==> src/rtl/network_mac_pkg.sv <==
// Shared constants and fixed-point helpers for the network MAC pipeline.
// Helpers work on a 64-bit signed carrier so any lane width up to 63 bits fits.
package network_mac_pkg;

    localparam int CALC_W       = 64;
    localparam int DEF_LANES    = 4;
    localparam int DEF_A_W      = 16;
    localparam int DEF_B_W      = 13;
    localparam int DEF_NUM_STAGE = 2;
    localparam int DEF_ACC_W    = 32;
    localparam int DEF_SHIFT    = 12;
    localparam int DEF_OUT_W    = 16;

    function automatic int prod_width(input int a_w, input int b_w);
        return a_w + b_w + 1;
    endfunction

    function automatic logic sat_flag(input logic signed [CALC_W-1:0] v, input int w);
        logic signed [CALC_W-1:0] hi;
        logic signed [CALC_W-1:0] lo;
        hi = (64'sd1 <<< (w - 1)) - 64'sd1;
        lo = -(64'sd1 <<< (w - 1));
        return (v > hi) || (v < lo);
    endfunction

    function automatic logic signed [CALC_W-1:0] sat_to_width(input logic signed [CALC_W-1:0] v,
                                                              input int w);
        logic signed [CALC_W-1:0] hi;
        logic signed [CALC_W-1:0] lo;
        hi = (64'sd1 <<< (w - 1)) - 64'sd1;
        lo = -(64'sd1 <<< (w - 1));
        if (v > hi) begin
            return hi;
        end else if (v < lo) begin
            return lo;
        end else begin
            return v;
        end
    endfunction

    // Round half-up, then arithmetic shift out the fractional bits.
    function automatic logic signed [CALC_W-1:0] round_shift(input logic signed [CALC_W-1:0] v,
                                                             input int sh);
        return (v + (64'sd1 <<< (sh - 1))) >>> sh;
    endfunction

endpackage

==> src/rtl/network_mac_pipe_if.sv <==
// Stream interface of the MAC pipe: input beat channel and result channel.
interface network_mac_pipe_if
    import network_mac_pkg::*;
#(
    parameter int LANES = DEF_LANES,
    parameter int A_W   = DEF_A_W,
    parameter int B_W   = DEF_B_W,
    parameter int OUT_W = DEF_OUT_W
);
    logic                   in_valid;
    logic                   in_ready;
    logic [LANES*A_W-1:0]   in_a;
    logic [B_W-1:0]         in_b;
    logic                   in_acc;
    logic                   in_last;
    logic                   out_valid;
    logic                   out_ready;
    logic [LANES*OUT_W-1:0] out_data;
    logic [LANES-1:0]       out_sat;

    modport slave (
        input  in_valid, in_a, in_b, in_acc, in_last, out_ready,
        output in_ready, out_valid, out_data, out_sat
    );

    modport master (
        output in_valid, in_a, in_b, in_acc, in_last, out_ready,
        input  in_ready, out_valid, out_data, out_sat
    );
endinterface

==> src/rtl/network_mac_lane.sv <==
// One lane: pipelined signed x unsigned multiply, saturating accumulator,
// and registered round/saturate output. Control comes from the top.
module network_mac_lane
    import network_mac_pkg::*;
#(
    parameter int A_W       = DEF_A_W,
    parameter int B_W       = DEF_B_W,
    parameter int NUM_STAGE = DEF_NUM_STAGE,
    parameter int ACC_W     = DEF_ACC_W,
    parameter int SHIFT     = DEF_SHIFT,
    parameter int OUT_W     = DEF_OUT_W
) (
    input  logic             ap_clk,
    input  logic             ap_rst_n,
    input  logic             adv_i,
    input  logic             take_i,
    input  logic             add_i,
    input  logic             close_i,
    input  logic             load_i,
    input  logic [A_W-1:0]   a_i,
    input  logic [B_W-1:0]   b_i,
    output logic [OUT_W-1:0] data_o,
    output logic             sat_o
);
    localparam int P_W = prod_width(A_W, B_W);

    logic signed [P_W-1:0]    a_ext_s;
    logic signed [P_W-1:0]    b_ext_s;
    logic signed [P_W-1:0]    prod_s;
    logic signed [P_W-1:0]    p_q [NUM_STAGE];
    logic signed [CALC_W-1:0] p_ext_s;
    logic signed [CALC_W-1:0] acc_ext_s;
    logic signed [CALC_W-1:0] sum_s;
    logic signed [CALC_W-1:0] rnd_s;
    logic [ACC_W-1:0]         acc_q;
    logic [ACC_W-1:0]         acc_d;
    logic                     grp_sat_q;
    logic                     grp_sat_d;
    logic                     emit_sat_q;
    logic                     emit_sat_d;
    logic                     sticky_s;
    logic [OUT_W-1:0]         data_q;
    logic                     sat_q;

    // Weight is zero-extended so the product is a plain signed multiply.
    assign a_ext_s   = {{(B_W + 1){a_i[A_W-1]}}, a_i};
    assign b_ext_s   = {{(A_W + 1){1'b0}}, b_i};
    assign prod_s    = a_ext_s * b_ext_s;
    assign p_ext_s   = {{(CALC_W - P_W){p_q[NUM_STAGE-1][P_W-1]}}, p_q[NUM_STAGE-1]};
    assign acc_ext_s = {{(CALC_W - ACC_W){acc_q[ACC_W-1]}}, acc_q};
    assign sum_s     = acc_ext_s + p_ext_s;
    assign rnd_s     = round_shift(acc_ext_s, SHIFT);

    // Multiplier pipeline registers, frozen under global stall.
    always_ff @(posedge ap_clk or negedge ap_rst_n) begin
        if (!ap_rst_n) begin
            for (int s = 0; s < NUM_STAGE; s++) begin
                p_q[s] <= {P_W{1'b0}};
            end
        end else if (adv_i) begin
            p_q[0] <= prod_s;
            for (int s = 1; s < NUM_STAGE; s++) begin
                p_q[s] <= p_q[s-1];
            end
        end
    end

    // Accumulator next state and per-group sticky saturation.
    always_comb begin
        acc_d      = acc_q;
        grp_sat_d  = grp_sat_q;
        emit_sat_d = emit_sat_q;
        sticky_s   = 1'b0;
        if (take_i) begin
            if (add_i) begin
                acc_d    = ACC_W'(sat_to_width(sum_s, ACC_W));
                sticky_s = grp_sat_q | sat_flag(sum_s, ACC_W);
            end else begin
                acc_d    = ACC_W'(p_ext_s);
                sticky_s = 1'b0;
            end
            if (close_i) begin
                grp_sat_d  = 1'b0;
                emit_sat_d = sticky_s;
            end else begin
                grp_sat_d  = sticky_s;
                emit_sat_d = emit_sat_q;
            end
        end else begin
            acc_d      = acc_q;
            grp_sat_d  = grp_sat_q;
            emit_sat_d = emit_sat_q;
        end
    end

    // Accumulator state registers.
    always_ff @(posedge ap_clk or negedge ap_rst_n) begin
        if (!ap_rst_n) begin
            acc_q      <= {ACC_W{1'b0}};
            grp_sat_q  <= 1'b0;
            emit_sat_q <= 1'b0;
        end else begin
            acc_q      <= acc_d;
            grp_sat_q  <= grp_sat_d;
            emit_sat_q <= emit_sat_d;
        end
    end

    // Output register: round, clamp to OUT_W, hold while not loading.
    always_ff @(posedge ap_clk or negedge ap_rst_n) begin
        if (!ap_rst_n) begin
            data_q <= {OUT_W{1'b0}};
            sat_q  <= 1'b0;
        end else if (load_i) begin
            data_q <= OUT_W'(sat_to_width(rnd_s, OUT_W));
            sat_q  <= sat_flag(rnd_s, OUT_W) | emit_sat_q;
        end
    end

    assign data_o = data_q;
    assign sat_o  = sat_q;

endmodule

==> src/rtl/network_mac_pipe.sv <==
// LANES-wide signed x unsigned MAC pipe with optional grouped accumulation.
// Owns the handshake, the shared control pipeline and the lane array.
module network_mac_pipe
    import network_mac_pkg::*;
#(
    parameter int LANES     = DEF_LANES,
    parameter int A_W       = DEF_A_W,
    parameter int B_W       = DEF_B_W,
    parameter int NUM_STAGE = DEF_NUM_STAGE,
    parameter int ACC_W     = DEF_ACC_W,
    parameter int SHIFT     = DEF_SHIFT,
    parameter int OUT_W     = DEF_OUT_W
) (
    input  logic              ap_clk,
    input  logic              ap_rst_n,
    network_mac_pipe_if.slave bus
);
    logic                   advance_s;
    logic                   accept_s;
    logic                   take_s;
    logic                   add_s;
    logic                   close_s;
    logic                   load_s;
    logic [NUM_STAGE-1:0]   v_q;
    logic [NUM_STAGE-1:0]   ctl_acc_q;
    logic [NUM_STAGE-1:0]   ctl_last_q;
    logic                   grp_open_q;
    logic                   grp_open_d;
    logic                   emit_q;
    logic                   emit_d;
    logic                   out_valid_q;
    logic                   rdy_q;
    logic [LANES*OUT_W-1:0] data_s;
    logic [LANES-1:0]       sat_s;

    assign advance_s    = !out_valid_q || bus.out_ready;
    assign bus.in_ready = advance_s && rdy_q;
    assign accept_s     = bus.in_valid && bus.in_ready;
    assign take_s       = advance_s && v_q[NUM_STAGE-1];
    assign load_s       = advance_s && emit_q;

    // Accumulate-stage decision: load/add, emit, and group open/close.
    always_comb begin
        add_s      = 1'b0;
        close_s    = 1'b0;
        emit_d     = 1'b0;
        grp_open_d = grp_open_q;
        if (take_s) begin
            add_s      = ctl_acc_q[NUM_STAGE-1] && grp_open_q;
            close_s    = !ctl_acc_q[NUM_STAGE-1] || ctl_last_q[NUM_STAGE-1];
            emit_d     = close_s;
            grp_open_d = ctl_acc_q[NUM_STAGE-1] && !ctl_last_q[NUM_STAGE-1];
        end else begin
            emit_d     = 1'b0;
            grp_open_d = grp_open_q;
        end
    end

    // Control pipeline: valid/acc/last travel alongside the lane products.
    always_ff @(posedge ap_clk or negedge ap_rst_n) begin
        if (!ap_rst_n) begin
            v_q         <= {NUM_STAGE{1'b0}};
            ctl_acc_q   <= {NUM_STAGE{1'b0}};
            ctl_last_q  <= {NUM_STAGE{1'b0}};
            grp_open_q  <= 1'b0;
            emit_q      <= 1'b0;
            out_valid_q <= 1'b0;
            rdy_q       <= 1'b0;
        end else begin
            rdy_q <= 1'b1;
            if (advance_s) begin
                v_q[0]        <= accept_s;
                ctl_acc_q[0]  <= bus.in_acc;
                ctl_last_q[0] <= bus.in_last;
                for (int s = 1; s < NUM_STAGE; s++) begin
                    v_q[s]        <= v_q[s-1];
                    ctl_acc_q[s]  <= ctl_acc_q[s-1];
                    ctl_last_q[s] <= ctl_last_q[s-1];
                end
                grp_open_q  <= grp_open_d;
                emit_q      <= emit_d;
                out_valid_q <= emit_q;
            end
        end
    end

    for (genvar i = 0; i < LANES; i++) begin : g_lane
        network_mac_lane #(
            .A_W(A_W), .B_W(B_W), .NUM_STAGE(NUM_STAGE),
            .ACC_W(ACC_W), .SHIFT(SHIFT), .OUT_W(OUT_W)
        ) u_lane (
            .ap_clk   (ap_clk),
            .ap_rst_n (ap_rst_n),
            .adv_i    (advance_s),
            .take_i   (take_s),
            .add_i    (add_s),
            .close_i  (close_s),
            .load_i   (load_s),
            .a_i      (bus.in_a[i*A_W +: A_W]),
            .b_i      (bus.in_b),
            .data_o   (data_s[i*OUT_W +: OUT_W]),
            .sat_o    (sat_s[i])
        );
    end

    assign bus.out_valid = out_valid_q;
    assign bus.out_data  = data_s;
    assign bus.out_sat   = sat_s;

endmodule

==> src/flat_wrapper.sv <==
// flat-port wrapper written by rule: the top's interface ports become plain ports
module network_mac_pipe_flat import network_mac_pkg::*;
#(
    parameter int LANES     = DEF_LANES,
    parameter int A_W       = DEF_A_W,
    parameter int B_W       = DEF_B_W,
    parameter int NUM_STAGE = DEF_NUM_STAGE,
    parameter int ACC_W     = DEF_ACC_W,
    parameter int SHIFT     = DEF_SHIFT,
    parameter int OUT_W     = DEF_OUT_W
)
  (ap_clk, ap_rst_n, bus_in_valid, bus_in_a, bus_in_b, bus_in_acc, bus_in_last, bus_out_ready, bus_in_ready, bus_out_valid, bus_out_data, bus_out_sat);
  network_mac_pipe_if #(.LANES(LANES), .A_W(A_W), .B_W(B_W), .OUT_W(OUT_W)) bus_i ();
  input  logic ap_clk;
  input  logic ap_rst_n;
  input wire logic [$bits(bus_i.in_valid)-1:0] bus_in_valid;
  input wire logic [$bits(bus_i.in_a)-1:0] bus_in_a;
  input wire logic [$bits(bus_i.in_b)-1:0] bus_in_b;
  input wire logic [$bits(bus_i.in_acc)-1:0] bus_in_acc;
  input wire logic [$bits(bus_i.in_last)-1:0] bus_in_last;
  input wire logic [$bits(bus_i.out_ready)-1:0] bus_out_ready;
  output wire logic [$bits(bus_i.in_ready)-1:0] bus_in_ready;
  output wire logic [$bits(bus_i.out_valid)-1:0] bus_out_valid;
  output wire logic [$bits(bus_i.out_data)-1:0] bus_out_data;
  output wire logic [$bits(bus_i.out_sat)-1:0] bus_out_sat;
  assign bus_i.in_valid = bus_in_valid;
  assign bus_i.in_a = bus_in_a;
  assign bus_i.in_b = bus_in_b;
  assign bus_i.in_acc = bus_in_acc;
  assign bus_i.in_last = bus_in_last;
  assign bus_i.out_ready = bus_out_ready;
  assign bus_in_ready = bus_i.in_ready;
  assign bus_out_valid = bus_i.out_valid;
  assign bus_out_data = bus_i.out_data;
  assign bus_out_sat = bus_i.out_sat;
  network_mac_pipe #(.LANES(LANES), .A_W(A_W), .B_W(B_W), .NUM_STAGE(NUM_STAGE), .ACC_W(ACC_W), .SHIFT(SHIFT), .OUT_W(OUT_W)) u_core (.ap_clk(ap_clk), .ap_rst_n(ap_rst_n), .bus(bus_i));
endmodule
==> config.mk <==
export PLATFORM = sky130hd
export DESIGN_NAME = network_mac_pipe_flat
export DESIGN_NICKNAME = d
export VERILOG_FILES = /design/src/rtl/network_mac_pkg.sv /design/src/rtl/network_mac_pipe_if.sv /design/src/rtl/network_mac_lane.sv /design/src/rtl/network_mac_pipe.sv /design/src/flat_wrapper.sv
export SDC_FILE = /design/constraint.sdc
export NUM_CORES = 2
export LEC_CHECK = 0
export ABC_AREA = 1
export BUFFER_PORTS_ARGS = -buffer_cell sky130_fd_sc_hd__buf_2
export CAP_MARGIN = 20
export CORE_ASPECT_RATIO = 1.2
export CORE_MARGIN = 3
export CORE_UTILIZATION = 32
export DETAILED_ROUTE_END_ITERATION = 16
export PLACE_DENSITY = 0.44
export SLEW_MARGIN = 20
export SYNTH_ARGS = -nofsm -noshare
export SYNTH_HDL_FRONTEND = slang
export SYNTH_SLANG_ARGS = --single-unit
==> constraint.sdc <==
create_clock -name ap_clk -period 3.05 [get_ports ap_clk]
set_input_delay 0.305 -clock ap_clk [delete_from_list [all_inputs] [get_ports ap_clk]]
set_output_delay 0.305 -clock ap_clk [all_outputs]
set_load 0.005 [all_outputs]
==> flow_summary_export.csv <==
group,metric,value,unit
run_status,status,"finished with violations",
run_status,violations,"negative setup slack",
timing,fin_setup_tns,-162.41,ns
synthesis,syn_nets,10200,
synthesis,synth-edff-count,0,
critical_path,cpPeakStageDelay,0.55,ns
detailed_routing,firstDrtPassIters,5,
critical_path,end_kind,"flop",
critical_path,rrSetupSlack,0.23,ns
synthesis,synth-seq-cells,454,
clock_tree,htreeDepth,2,
timing,setup_viol,101,
clock_tree,cts_tree,"done",
detailed_routing,first_iter_violations,2932,
global_routing,grt_pass1_vias,58600,
timing,setup_slack,-1.92,ns
placement,portBuffers,152,
critical_path,path_class,"input port to flop",
clock_tree,cts_buffers,52,
timing,fin_crit_sh,1.63,
die,dieHeight,495,um
timing,fin_skew,0.0311,ns
flow_run,drv_cap,0,
critical_path,cp_data_required_time,3.57,ns
cells_and_area,nets,11000,
synthesis,ys_types,66,
global_routing,met3_usage,0.0141,
timing,slew_headroom,0.399,
worst_hold_path,worstHoldPathType,"input port to async pin",
global_routing,busiest_layer,"met2",
timing,timing.fmax,201,MHz
critical_path,crit_path_max_fanout,5,
clock_tree,clk_pin_slew,0.07,ns
synthesis,async_flop_share,1.00,
critical_path,r2r-end,"u_core.g_lane[3].u_lane.acc_q[18]",
die,io_pins,153,
global_routing,grt_pass1_wl,326,mm
synthesis,avgSynthCellArea,7.19,sq um
global_routing,track_usage,0.199,
timing,period_minus_slack,4.97,ns
die,fp.dieW,413,um
synthesis,yosysWarnings,0,
timing,rsz0062_at_grt,"yes",
critical_path,cp-start-kind,"input port",
detailed_routing,drc,0,
die,initial_utilization,0.323,
detailed_routing,dr_total_vias,56300,
critical_path,r2r_cells,17,
clock_tree,cts.sinks,454,
die,core-area,197000,sq um
detailed_routing,wire_per_inst,16.3,um
synthesis,synth_area,63700,sq um
cells_and_area,area_delta_synth_final,29.9,%
detailed_routing,routed_wl,202,mm
critical_path,r2r-start,"u_core.g_lane[3].u_lane.p_ext_s[0]",
detailed_routing,ant_nets,0,
timing,hold_violations,0,
placement,place_congestion,0.889,
critical_path,path_buf_inv,7,
critical_path,critical-path-top-delay-family,"adder cells",
clock_tree,cts_root_buf,"clkbuf_16",
global_routing,gr-total-overflow,0,
critical_path,critPathLaunch,"bus_in_b[9]",
synthesis,yosysSeqAreaShare,0.178,
global_routing,grt_use_met1,0.294,
placement,pre_cts_ws,-2.93,ns
clock_tree,clock_latency,0.65,ns
clock_tree,cts_max_path_buffers,3,
critical_path,path_common_cell,"fa_1",
die,die_area,204000,sq um
cells_and_area,layout-drive-gt1-share,0.235,
detailed_routing,vias_per_cell,4.55,
synthesis,synth_flop_cell,"dfrtp_1",
placement,hpwl,159,mm
critical_path,arrival,5.49,ns
critical_path,cp_slowest_cell,"fa_1",
timing,worst_pin_slew,0.901,ns
global_routing,grt_max_degree,164,
cells_and_area,stdcell_count,12400,
die,rows,178,
global_routing,met2_usage,0.321,
timing,finalMaxSlewViolations,0,
global_routing,antenna_found_initial,8,
placement,place_inst,12100,
critical_path,cp_cell_sequence,"buf_16, buf_12, buf_4, nand2_4, inv_2, fa_1, fa_1, fa_1, fa_1, fa_1, inv_2, fa_1, inv_2, ha_4, nand2_4, nor2_4, nand4_1, nor4_4, nand2_1, inv_2, nor2_2, or2_4, nand3_2, nand2_1",
synthesis,netlist_instances,8857,
flip-flops by register name (all words and copies together) (netlist names):
signal / flops
u_core.g_lane.u_lane.acc_q: 128
u_core.g_lane.u_lane.p_ext_s: 120
u_core.g_lane.u_lane.p_q: 120
u_core.g_lane.u_lane.data_o: 64
u_core.g_lane.u_lane.emit_sat_q: 4
u_core.g_lane.u_lane.grp_sat_q: 4
u_core.g_lane.u_lane.sat_o: 4
u_core.ctl_acc_q: 2
u_core.ctl_last_q: 2
u_core.v_q: 2
u_core.bus.out_valid: 1
u_core.emit_q: 1
u_core.grp_open_q: 1
u_core.rdy_q: 1
what timing repair did:
item,4_1_cts,5_1_grt
hold endpoints to repair,64,0
setup endpoints to repair,102,108
pin swaps,361,334
resized for setup,743,386
setup buffers,103,67
hold buffers,7,0
gates cloned,14,6
cell type report:
type	count	area [sq um]
antenna	2	5.00
clock inverter	23	288
timing repair buffer	1095	10100
inverter	1972	7470
tap	2610	3270
fill	20700	114000
sequential	454	11400
clock buffer	73	1500
multi-input combinational	6132	48700
per-stage QoR:
step / area (sq um) / hold slack, ns / utilization
after detailed placement: 74900 / 0.367 / 0.380
after floorplan: 66100 / 0.00941 / -
after global routing: 82700 / 0.309 / 0.420
after global placement: 74900 / 0.374 / 0.380
after CTS: 80600 / 0.253 / 0.409
final: 82700 / 0.265 / 0.420
cell usage after synthesis, types with 3 or more instances:
library cell	number	share of area
a31oi_1	17	0.0017
and2_1	3	0.00029
clkbuf_1	156	0.0092
buf_1	87	0.0051
fa_1	812	0.26
nand3_2	9	0.0014
o21bai_1	49	0.0058
dlygate4sd3_1	3	0.00047
nand4_1	46	0.0045
inv_2	8	0.00047
nand3b_1	22	0.0026
nor2_4	3	0.00053
buf_4	15	0.0018
nand3_1	252	0.020
nor4_1	12	0.0012
xnor2_1	69	0.0095
nor2_2	15	0.0015
o221ai_1	3	0.00041
a211oi_1	6	0.00071
nand2_1	2941	0.17
a21oi_1	408	0.032
inv_1	1960	0.12
o21ai_0	317	0.025
o21a_1	11	0.0013
or2_2	56	0.0055
a221oi_1	3	0.00041
o211ai_1	10	0.0012
dfrtp_1	454	0.18
buf_2	14	0.0011
xor2_1	124	0.017
and3_1	4	0.00039
nor3_2	9	0.0014
nand2_4	3	0.00053
a21o_1	23	0.0027
a21oi_2	5	0.00069
nor3_1	38	0.0030
nor2_1	369	0.022
buf_6	15	0.0027
a21boi_0	4	0.00047
ha_1	428	0.084
nand2_2	35	0.0034
nor3b_1	3	0.00035
dlygate4sd1_1	8	0.0011
per-layer routing:
metal  share of wire  vias up
met3           0.031      159
met1            0.50    27200
li1                -    28100
met5         0.00017        -
met2            0.45      809
met4           0.016        6
worst max path at each step:
| stage | end | slack, ns | cells after the start |
|---|---|---|---|
| global route | u_core.g_lane[0].u_lane.p_q[59] | -2.09 | 23 |
| finish | u_core.g_lane[0].u_lane.p_q[59] | -1.92 | 24 |
| global placement | u_core.g_lane[3].u_lane.p_q[58] | -2.82 | 21 |
| floorplan | u_core.g_lane[1].u_lane.p_q[55] | -2.26 | 24 |
| detailed placement | u_core.g_lane[3].u_lane.p_q[58] | -2.93 | 21 |
| CTS | u_core.g_lane[0].u_lane.p_q[51] | -1.86 | 28 |
cells in the final DEF (no fill, tap or decap), types with 98 or more instances in the layout:
| cell | count |
|---|---|
| nand2_2 | 168 |
| xor2_1 | 121 |
| dfrtp_1 | 454 |
| o21ai_0 | 220 |
| ha_1 | 312 |
| buf_4 | 708 |
| inv_1 | 1773 |
| nor2_1 | 302 |
| fa_1 | 741 |
| inv_2 | 177 |
| buf_2 | 129 |
| buf_6 | 106 |
| buf_12 | 98 |
| nand2_1 | 2741 |
| ha_4 | 115 |
| a21oi_1 | 313 |
| nand3_1 | 153 |
cells by family (layout without fill, tap and decap cells):
| group | after synthesis | after routing | synth area share |
|---|---|---|---|
| compound gates | 871 | 871 | 0.0745 |
| xor+xnor | 193 | 193 | 0.0265 |
| fa+ha+maj | 1240 | 1240 | 0.339 |
| buf+inv | 2271 | 3163 | 0.138 |
| flops | 454 | 454 | 0.178 |
| other cells | 1 | 3 | 0.0000589 |
| simple gates | 3827 | 3827 | 0.243 |
Power is not shown: default switching activity piles up to over one toggle a cycle in this logic, so the estimate is an artifact.
